[src/rtl/brick_collision_scan_if.sv]
`default_nettype none
// +----------------------------------------------------------------------------+
// | Module      : brick_collision_scan_if                                      |
// | Description : Scan request/response bundle between ball controller and the |
// |               brick collision scanner.                                     |
// | Revision    : 1.0 - initial release                                        |
// +----------------------------------------------------------------------------+
interface brick_collision_scan_if;
  logic       start;
  logic [7:0] x;
  logic [6:0] y;
  logic       h_dir;
  logic       v_dir;
  logic       busy;
  logic       done;
  logic [1:0] v_col_count;
  logic [1:0] h_col_count;
  logic [1:0] d_col_count;

  modport master (
    output start, x, y, h_dir, v_dir,
    input  busy, done, v_col_count, h_col_count, d_col_count
  );

  modport slave (
    input  start, x, y, h_dir, v_dir,
    output busy, done, v_col_count, h_col_count, d_col_count
  );
endinterface
`default_nettype wire

[src/rtl/brick_collision_scan.sv]
`default_nettype none
// +----------------------------------------------------------------------------+
// | Module      : brick_collision_scan                                         |
// | Description : Brick alive bitmap owner; probes the 7 pixels ahead of the   |
// |               3x3 ball, counts v/h/d hits and clears the bricks it hit.    |
// | Revision    : 1.0 - initial release                                        |
// +----------------------------------------------------------------------------+
module brick_collision_scan #(
  parameter int COLS         = 10,
  parameter int ROWS         = 5,
  parameter int BRICK_W_LOG2 = 4,
  parameter int BRICK_H_LOG2 = 2,
  parameter int BRICK_Y0     = 16
) (
  input  logic                  clock,
  input  logic                  reset_state,
  brick_collision_scan_if.slave scan,
  input  logic                  level_load,
  output logic [5:0]            bricks_left,
  output logic                  all_cleared,
  input  logic [3:0]            rd_col,
  input  logic [2:0]            rd_row,
  output logic                  rd_alive
);

  localparam int c_total = COLS * ROWS;
  localparam int c_iw    = $clog2(c_total);
  localparam logic signed [8:0] c_px_max = 9'(COLS << BRICK_W_LOG2);
  localparam logic signed [8:0] c_py_min = 9'(BRICK_Y0);
  localparam logic signed [8:0] c_py_max = 9'(BRICK_Y0 + (ROWS << BRICK_H_LOG2));
  localparam logic [8:0]         c_cols9  = 9'(COLS);
  localparam logic [c_total-1:0] c_all    = '1;
  localparam logic [c_total-1:0] c_one    = c_total'(1);
  localparam logic [5:0]         c_full   = 6'(c_total);

  typedef enum logic [1:0] {
    S_IDLE  = 2'd0,
    S_PROBE = 2'd1,
    S_CLEAR = 2'd2
  } state_t;

  state_t             r_state;
  state_t             w_state_next;
  logic [7:0]         r_x;
  logic [6:0]         r_y;
  logic               r_h_dir;
  logic               r_v_dir;
  logic [2:0]         r_idx;
  logic [c_total-1:0] r_alive;
  logic [c_total-1:0] r_hit_mask;
  logic [2:0]         r_distinct;
  logic [5:0]         r_bricks_left;
  logic [1:0]         r_v_cnt;
  logic [1:0]         r_h_cnt;
  logic [1:0]         r_d_cnt;

  logic signed [8:0]  w_x_s;
  logic signed [8:0]  w_y_s;
  logic signed [8:0]  w_yv;
  logic signed [8:0]  w_xh;
  logic signed [8:0]  w_px;
  logic signed [8:0]  w_py;
  logic signed [8:0]  w_dy;
  logic [8:0]         w_col;
  logic [8:0]         w_row;
  logic [c_iw-1:0]    w_bit_idx;
  logic [c_iw-1:0]    w_rd_idx;
  logic               w_in_field;
  logic               w_hit;
  logic               w_first_hit;
  logic               w_is_v;
  logic               w_is_h;
  logic               w_is_d;

  // Probe geometry: one pixel beyond the ball edge in each direction of travel.
  assign w_x_s = $signed({1'b0, r_x});
  assign w_y_s = $signed({2'b00, r_y});
  assign w_yv  = r_v_dir ? w_y_s + 9'sd3 : w_y_s - 9'sd1;
  assign w_xh  = r_h_dir ? w_x_s + 9'sd3 : w_x_s - 9'sd1;

  always_comb begin
    w_px = w_xh;
    w_py = w_yv;
    case (r_idx)
      3'd0:    w_px = w_x_s;
      3'd1:    w_px = w_x_s + 9'sd1;
      3'd2:    w_px = w_x_s + 9'sd2;
      3'd3:    w_py = w_y_s;
      3'd4:    w_py = w_y_s + 9'sd1;
      3'd5:    w_py = w_y_s + 9'sd2;
      default: ;
    endcase
  end

  assign w_in_field  = (w_px >= 9'sd0) && (w_px < c_px_max) &&
                       (w_py >= c_py_min) && (w_py < c_py_max);
  assign w_dy        = w_py - c_py_min;
  assign w_col       = $unsigned(w_px) >> BRICK_W_LOG2;
  assign w_row       = $unsigned(w_dy) >> BRICK_H_LOG2;
  assign w_bit_idx   = c_iw'(w_row * c_cols9 + w_col);
  assign w_hit       = (r_state == S_PROBE) && w_in_field && (w_col < c_cols9) &&
                       r_alive[w_bit_idx];
  assign w_first_hit = w_hit && !r_hit_mask[w_bit_idx];

  assign w_is_v = (r_idx < 3'd3);
  assign w_is_d = (r_idx == 3'd6);
  assign w_is_h = !w_is_v && !w_is_d;

  assign w_rd_idx = c_iw'(7'(rd_row) * 7'(COLS) + 7'(rd_col));
  assign rd_alive = ({1'b0, rd_col} < 5'(COLS)) && ({1'b0, rd_row} < 4'(ROWS)) &&
                    r_alive[w_rd_idx];

  always_ff @(posedge clock or negedge reset_state) begin
    if (!reset_state) r_state <= S_IDLE;
    else              r_state <= w_state_next;
  end

  always_comb begin
    w_state_next = r_state;
    case (r_state)
      S_IDLE:  if (scan.start) w_state_next = S_PROBE;
      S_PROBE: if (r_idx == 3'd6) w_state_next = S_CLEAR;
      S_CLEAR: w_state_next = S_IDLE;
      default: w_state_next = S_IDLE;
    endcase
    if (level_load) w_state_next = S_IDLE;
  end

  always_ff @(posedge clock or negedge reset_state) begin
    if (!reset_state) begin
      r_x           <= '0;
      r_y           <= '0;
      r_h_dir       <= 1'b0;
      r_v_dir       <= 1'b0;
      r_idx         <= '0;
      r_alive       <= c_all;
      r_hit_mask    <= '0;
      r_distinct    <= '0;
      r_bricks_left <= c_full;
      r_v_cnt       <= '0;
      r_h_cnt       <= '0;
      r_d_cnt       <= '0;
    end else if (level_load) begin
      // Counts deliberately survive a level reload.
      r_alive       <= c_all;
      r_bricks_left <= c_full;
      r_hit_mask    <= '0;
      r_distinct    <= '0;
      r_idx         <= '0;
    end else begin
      case (r_state)
        S_IDLE: begin
          if (scan.start) begin
            r_x        <= scan.x;
            r_y        <= scan.y;
            r_h_dir    <= scan.h_dir;
            r_v_dir    <= scan.v_dir;
            r_idx      <= '0;
            r_hit_mask <= '0;
            r_distinct <= '0;
            r_v_cnt    <= '0;
            r_h_cnt    <= '0;
            r_d_cnt    <= '0;
          end
        end
        S_PROBE: begin
          r_idx <= r_idx + 3'd1;
          if (w_hit) begin
            r_hit_mask <= r_hit_mask | (c_one << w_bit_idx);
            if (w_is_v && r_v_cnt != 2'd3) r_v_cnt <= r_v_cnt + 2'd1;
            if (w_is_h && r_h_cnt != 2'd3) r_h_cnt <= r_h_cnt + 2'd1;
            if (w_is_d && r_d_cnt != 2'd3) r_d_cnt <= r_d_cnt + 2'd1;
          end
          if (w_first_hit) r_distinct <= r_distinct + 3'd1;
        end
        S_CLEAR: begin
          r_alive       <= r_alive & ~r_hit_mask;
          r_bricks_left <= r_bricks_left - 6'(r_distinct);
        end
        default: ;
      endcase
    end
  end

  assign scan.busy        = (r_state != S_IDLE);
  assign scan.done        = (r_state == S_CLEAR);
  assign scan.v_col_count = r_v_cnt;
  assign scan.h_col_count = r_h_cnt;
  assign scan.d_col_count = r_d_cnt;
  assign bricks_left      = r_bricks_left;
  assign all_cleared      = (r_bricks_left == 6'd0);

endmodule
`default_nettype wire

[src/flat_wrapper.sv]
// flat-port wrapper written by rule: the top's interface ports become plain ports
module brick_collision_scan_flat 
#(
  parameter int COLS         = 10,
  parameter int ROWS         = 5,
  parameter int BRICK_W_LOG2 = 4,
  parameter int BRICK_H_LOG2 = 2,
  parameter int BRICK_Y0     = 16
)
  (clock, reset_state, level_load, bricks_left, all_cleared, rd_col, rd_row, rd_alive, scan_start, scan_x, scan_y, scan_h_dir, scan_v_dir, scan_busy, scan_done, scan_v_col_count, scan_h_col_count, scan_d_col_count);
  brick_collision_scan_if scan_i ();
  input  logic clock;
  input  logic reset_state;
  input  logic level_load;
  output logic [5:0] bricks_left;
  output logic all_cleared;
  input  logic [3:0] rd_col;
  input  logic [2:0] rd_row;
  output logic rd_alive;
  input wire logic [$bits(scan_i.start)-1:0] scan_start;
  input wire logic [$bits(scan_i.x)-1:0] scan_x;
  input wire logic [$bits(scan_i.y)-1:0] scan_y;
  input wire logic [$bits(scan_i.h_dir)-1:0] scan_h_dir;
  input wire logic [$bits(scan_i.v_dir)-1:0] scan_v_dir;
  output wire logic [$bits(scan_i.busy)-1:0] scan_busy;
  output wire logic [$bits(scan_i.done)-1:0] scan_done;
  output wire logic [$bits(scan_i.v_col_count)-1:0] scan_v_col_count;
  output wire logic [$bits(scan_i.h_col_count)-1:0] scan_h_col_count;
  output wire logic [$bits(scan_i.d_col_count)-1:0] scan_d_col_count;
  assign scan_i.start = scan_start;
  assign scan_i.x = scan_x;
  assign scan_i.y = scan_y;
  assign scan_i.h_dir = scan_h_dir;
  assign scan_i.v_dir = scan_v_dir;
  assign scan_busy = scan_i.busy;
  assign scan_done = scan_i.done;
  assign scan_v_col_count = scan_i.v_col_count;
  assign scan_h_col_count = scan_i.h_col_count;
  assign scan_d_col_count = scan_i.d_col_count;
  brick_collision_scan #(.COLS(COLS), .ROWS(ROWS), .BRICK_W_LOG2(BRICK_W_LOG2), .BRICK_H_LOG2(BRICK_H_LOG2), .BRICK_Y0(BRICK_Y0)) u_core (.clock(clock), .reset_state(reset_state), .scan(scan_i), .level_load(level_load), .bricks_left(bricks_left), .all_cleared(all_cleared), .rd_col(rd_col), .rd_row(rd_row), .rd_alive(rd_alive));
endmodule
[config.mk]
export PLATFORM = sky130hd
export DESIGN_NAME = brick_collision_scan_flat
export DESIGN_NICKNAME = d
export VERILOG_FILES = /design/src/rtl/brick_collision_scan_if.sv /design/src/rtl/brick_collision_scan.sv /design/src/flat_wrapper.sv
export SDC_FILE = /design/constraint.sdc
export NUM_CORES = 1
export LEC_CHECK = 0
export ABC_CLOCK_PERIOD_IN_PS = 13900
export CAP_MARGIN = 5
export CORE_MARGIN = 10
export CORE_UTILIZATION = 38
export CTS_CLUSTER_SIZE = 14
export DETAILED_ROUTE_END_ITERATION = 10
export PLACE_DENSITY = 0.63
export SLEW_MARGIN = 20
export SYNTH_ARGS = -nofsm -noshare
export SYNTH_HDL_FRONTEND = slang
export SYNTH_SLANG_ARGS = --single-unit
[constraint.sdc]
create_clock -name clock -period 13.9 [get_ports clock]
set_input_delay 1.39 -clock clock [delete_from_list [all_inputs] [get_ports clock]]
set_output_delay 1.39 -clock clock [all_outputs]
set_load 0.02 [all_outputs]
==> key figures <==
Outcome
  • Status: finished, final reports clean

Global route
  • Global route overflow: 0
  • Total track usage: 16.2%
  • Largest net degree at the start of global routing: 80
  • Initial antenna violation count: 1
  • First-pass GRT wire length: 38,200 um
  • Vias in the first global route: 6,823

Final layout
  • Number of fill cells in the layout: 2,189
  • Util after Layout: 43.7%
  • Synthesis-to-finish area growth: 13.2%
  • Final net count: 938
  • Commonest non-fill, non-tap cell in the layout: nand2_1
  • Most frequent cells in the layout: 145 x nand2_1, 84 x dfrtp_1, 56 x a21o_1
  • Cell Count, Final, Fillers Out: 1,177
  • Layout cells sized above 1: 19.5%
  • Design Area, Final: 9930 sq um

Detailed routing
  • Drt total wl: 23,100 um
  • DRT antenna net count: 0
  • Initial DRT Pass Iterations: 5
  • DR vias/cell: 5.91
  • Average wire per standard cell: 19.6 um
  • Via count: 6,956
  • Remaining design rule violation count: 0
  • Initial DRC Count: 505

Place
  • GP Congestion: 0.900
  • Dpl cells: 1,144
  • Placed Area: 9400 sq um
  • HPWL Detailed: 16,500 um
  • Post-placement setup slack: 7.22 ns
  • Input/output buffers: 43

Yosys
  • Number of synthesized flops with an enable pin: 0
  • Syn. warnings: 0
  • Sequential share of the synthesized area: 39.8%
  • Gate Count Post-Synth: 859
  • Ys flop type: dfrtp_1
  • Syn Nets: 919
  • Post-synth cell types: 86
  • #FFs+latches synth: 137
  • Mean cell area of the mapped netlist: 10.2 sq um
  • Async SR Flop Fraction: 100%
  • Post-Syn Area: 8780 sq um

STA
  • Worst rel slew slack: 40.0%
  • Final WS setup: 7.16 ns
  • Final period demand of the worst path: 6.74 ns
  • RSZ-0062 raised after global routing: no
  • Max Clock Freq: 0.148 GHz
  • Final period util: 48.5%
  • Least-Margin Pin Slew: 0.900 ns
  • Clock Skew: 0.0139 ns
  • Final Hold Viols: 0
  • Final setup TNS: 0 ns
  • Max-slew violations: 0
  • Worst hold slack: 0.505 ns
  • Final Setup Violations: 0

Setup path
  • Crit end category: flop
  • Crit-path leading delay family: compound AO/OA/AOI/OAI gates
  • Worst Path Required: 14.21 ns
  • Most Frequent Cell on Critical Path: ha_1
  • CP startpoint: u_core.r_idx[1]
  • R2R Path Start: u_core.r_idx[1]
  • Crit path buf inv count: 3
  • Worst Path Max Fanout: 19
  • CP arrival: 7.05 ns
  • Largest stage delay, worst path: 0.73 ns
  • Crit-path slowest cell: a211oi_2
  • Worst setup path class: flop to flop
  • CP Launch Type: flop
  • Worst path cell trace: inv_1 -> ha_1 -> and2b_2 -> inv_2 -> ha_1 -> a2111oi_0 -> nand4_1 -> and4_4 -> or3b_1 -> xnor2_4 -> ha_1 -> inv_1 -> mux4_2 -> mux2_2 -> nor3_1 -> a311o_1 -> a211oi_2 -> nand3_4 -> o31ai_1

Pwr
  • Max IR drop VDD: 131 uV
  • Pwr Total: 1.60 mW
  • Pwr dens: 161 nW/um^2
  • Pleak: 3.83 nW

Run
  • Maxcap violations: 0

Clock tree
  • Post-CTS Setup Bufs: 0
  • H-tree Lvls: 4
  • CTS tree: built
  • Post_cts resized: 0
  • Skew-Pair Late Insertion Delay: 0.43 ns
  • Number of buffers created by CTS: 17
  • Post-CTS Hold Fix Bufs: 0
  • Worst-path clk slew: 0.06 ns
  • Root buffer cell: clkbuf_16
  • Clock Tree Buf Depth: 2
  • Clk sinks: 137

Worst hold path
  • Hold WC Path Type: flop to flop
  • Worst hold start: u_core.r_hit_mask[48]

Floorplanning
  • Die height: 172 um
  • I/O pin total: 44
  • Row cnt: 55
  • Starting Density: 38.6%
  • Die area: 29,600 sq um
  • Total core area: 22,700 sq um
  • Die X: 172 um
worst paths after layout:
kind | slack (ns) | endpoint | cells after the start
worst max-delay path | 7.16 | u_core.r_hit_mask[14] | 19
worst min-delay path | 0.50 | u_core.r_hit_mask[48] | 2
worst max register to register | 7.16 | u_core.r_hit_mask[14] | 19
worst min register to register | 0.50 | u_core.r_hit_mask[48] | 2
max in group asynchronous | 11.68 | u_core.r_hit_mask[32] | 2
min in group asynchronous | 0.99 | u_core.r_x[3] | 1
cell usage after synthesis (5+ instances only):
cell type	count	share of area, %
nand2_1	145	6.2
nor3_1	14	0.80
a311oi_1	5	0.50
nor2b_1	9	0.64
a22o_1	9	0.90
and4_1	5	0.50
xnor2_1	7	0.70
o21ai_1	22	1.3
inv_1	26	1.1
a21o_1	56	4.8
o31ai_1	21	1.8
mux2_2	15	1.9
nand4_1	6	0.43
clkbuf_1	36	1.5
buf_4	5	0.43
o21ai_0	26	1.5
ha_1	30	4.3
mux2i_1	17	1.9
o211ai_1	5	0.43
nand2b_1	13	0.93
xor2_1	10	1.0
or4_1	5	0.43
dfrtp_1	84	24
a21oi_1	18	1.0
dfstp_2	53	16
a211o_1	5	0.50
mux4_2	37	9.5
a211oi_1	6	0.51
nand3_1	22	1.3
and2_1	6	0.43
nor2_1	39	1.7
cells by family (layout without fill, tap and decap cells):
logic type	count (synthesis)	in the layout	share of synthesized area, %
AND/OR/NAND/NOR	297	297	16.6
multiplexers	69	69	13.4
other	0	1	0
XOR/XNOR	21	21	2.64
buffers and inverters	79	111	3.82
flip-flops	137	137	39.8
AO/OA/AOI/OAI	224	224	19.0
adder cells (fa/ha/maj)	32	32	4.73
where the power goes:
group	internal, mW	switching (mW)
clock	0.234	0.184
combinational	0.237	0.502
sequential	0.412	0.0266
cell type report:
type | count | area [sq um] | area share, %
Multi-Input combinational cell | 643 | 4960 | 49.9
Sequential cell | 137 | 3490 | 35.2
Timing Repair Buffer | 50 | 474 | 4.77
Clock buffer | 19 | 443 | 4.46
Tap cell | 285 | 357 | 3.59
Inverter | 29 | 109 | 1.10
Clock inverter | 13 | 96.3 | 0.970
Antenna cell | 1 | 2.50 | 0.0252
sequential cells by signal (all words and copies together), names as in the netlist:
| register | count |
|---|---|
| u_core.scan.d_col_count | 2 |
| u_core.r_hit_mask | 50 |
| u_core.r_idx | 3 |
| u_core.r_alive | 50 |
| u_core.bricks_left | 6 |
| u_core.r_x | 8 |
| u_core.r_h_dir | 1 |
| u_core.scan.h_col_count | 2 |
| u_core.r_v_dir | 1 |
| u_core.r_state | 2 |
| u_core.scan.v_col_count | 2 |
| u_core.r_y | 7 |
| u_core.r_distinct | 3 |
routing by layer:
| layer | global-route usage [%] | wire, um | vias to the layer above |
|---|---|---|---|
| met5 | 0 | 0 | - |
| met4 | 4.54 | 309 | 0 |
| met3 | 3.03 | 1200 | 20 |
| met2 | 24.9 | 10800 | 222 |
| met1 | 22.9 | 10800 | 3485 |
| li1 | - | - | 3229 |
worst register-to-register path, cell delays in order (launching register included):
cell and delay [ns]:
dfrtp_1 0.46, inv_1 0.16, ha_1 0.37, and2b_2 0.24, inv_2 0.06, ha_1 0.30
a2111oi_0 0.50, nand4_1 0.20, and4_4 0.23, or3b_1 0.51, xnor2_4 0.22, ha_1 0.50
inv_1 0.50, mux4_2 0.31, mux2_2 0.15, nor3_1 0.04, a311o_1 0.38, a211oi_2 0.73
nand3_4 0.40, o31ai_1 0.37
(Power assumes the default switching activity.)
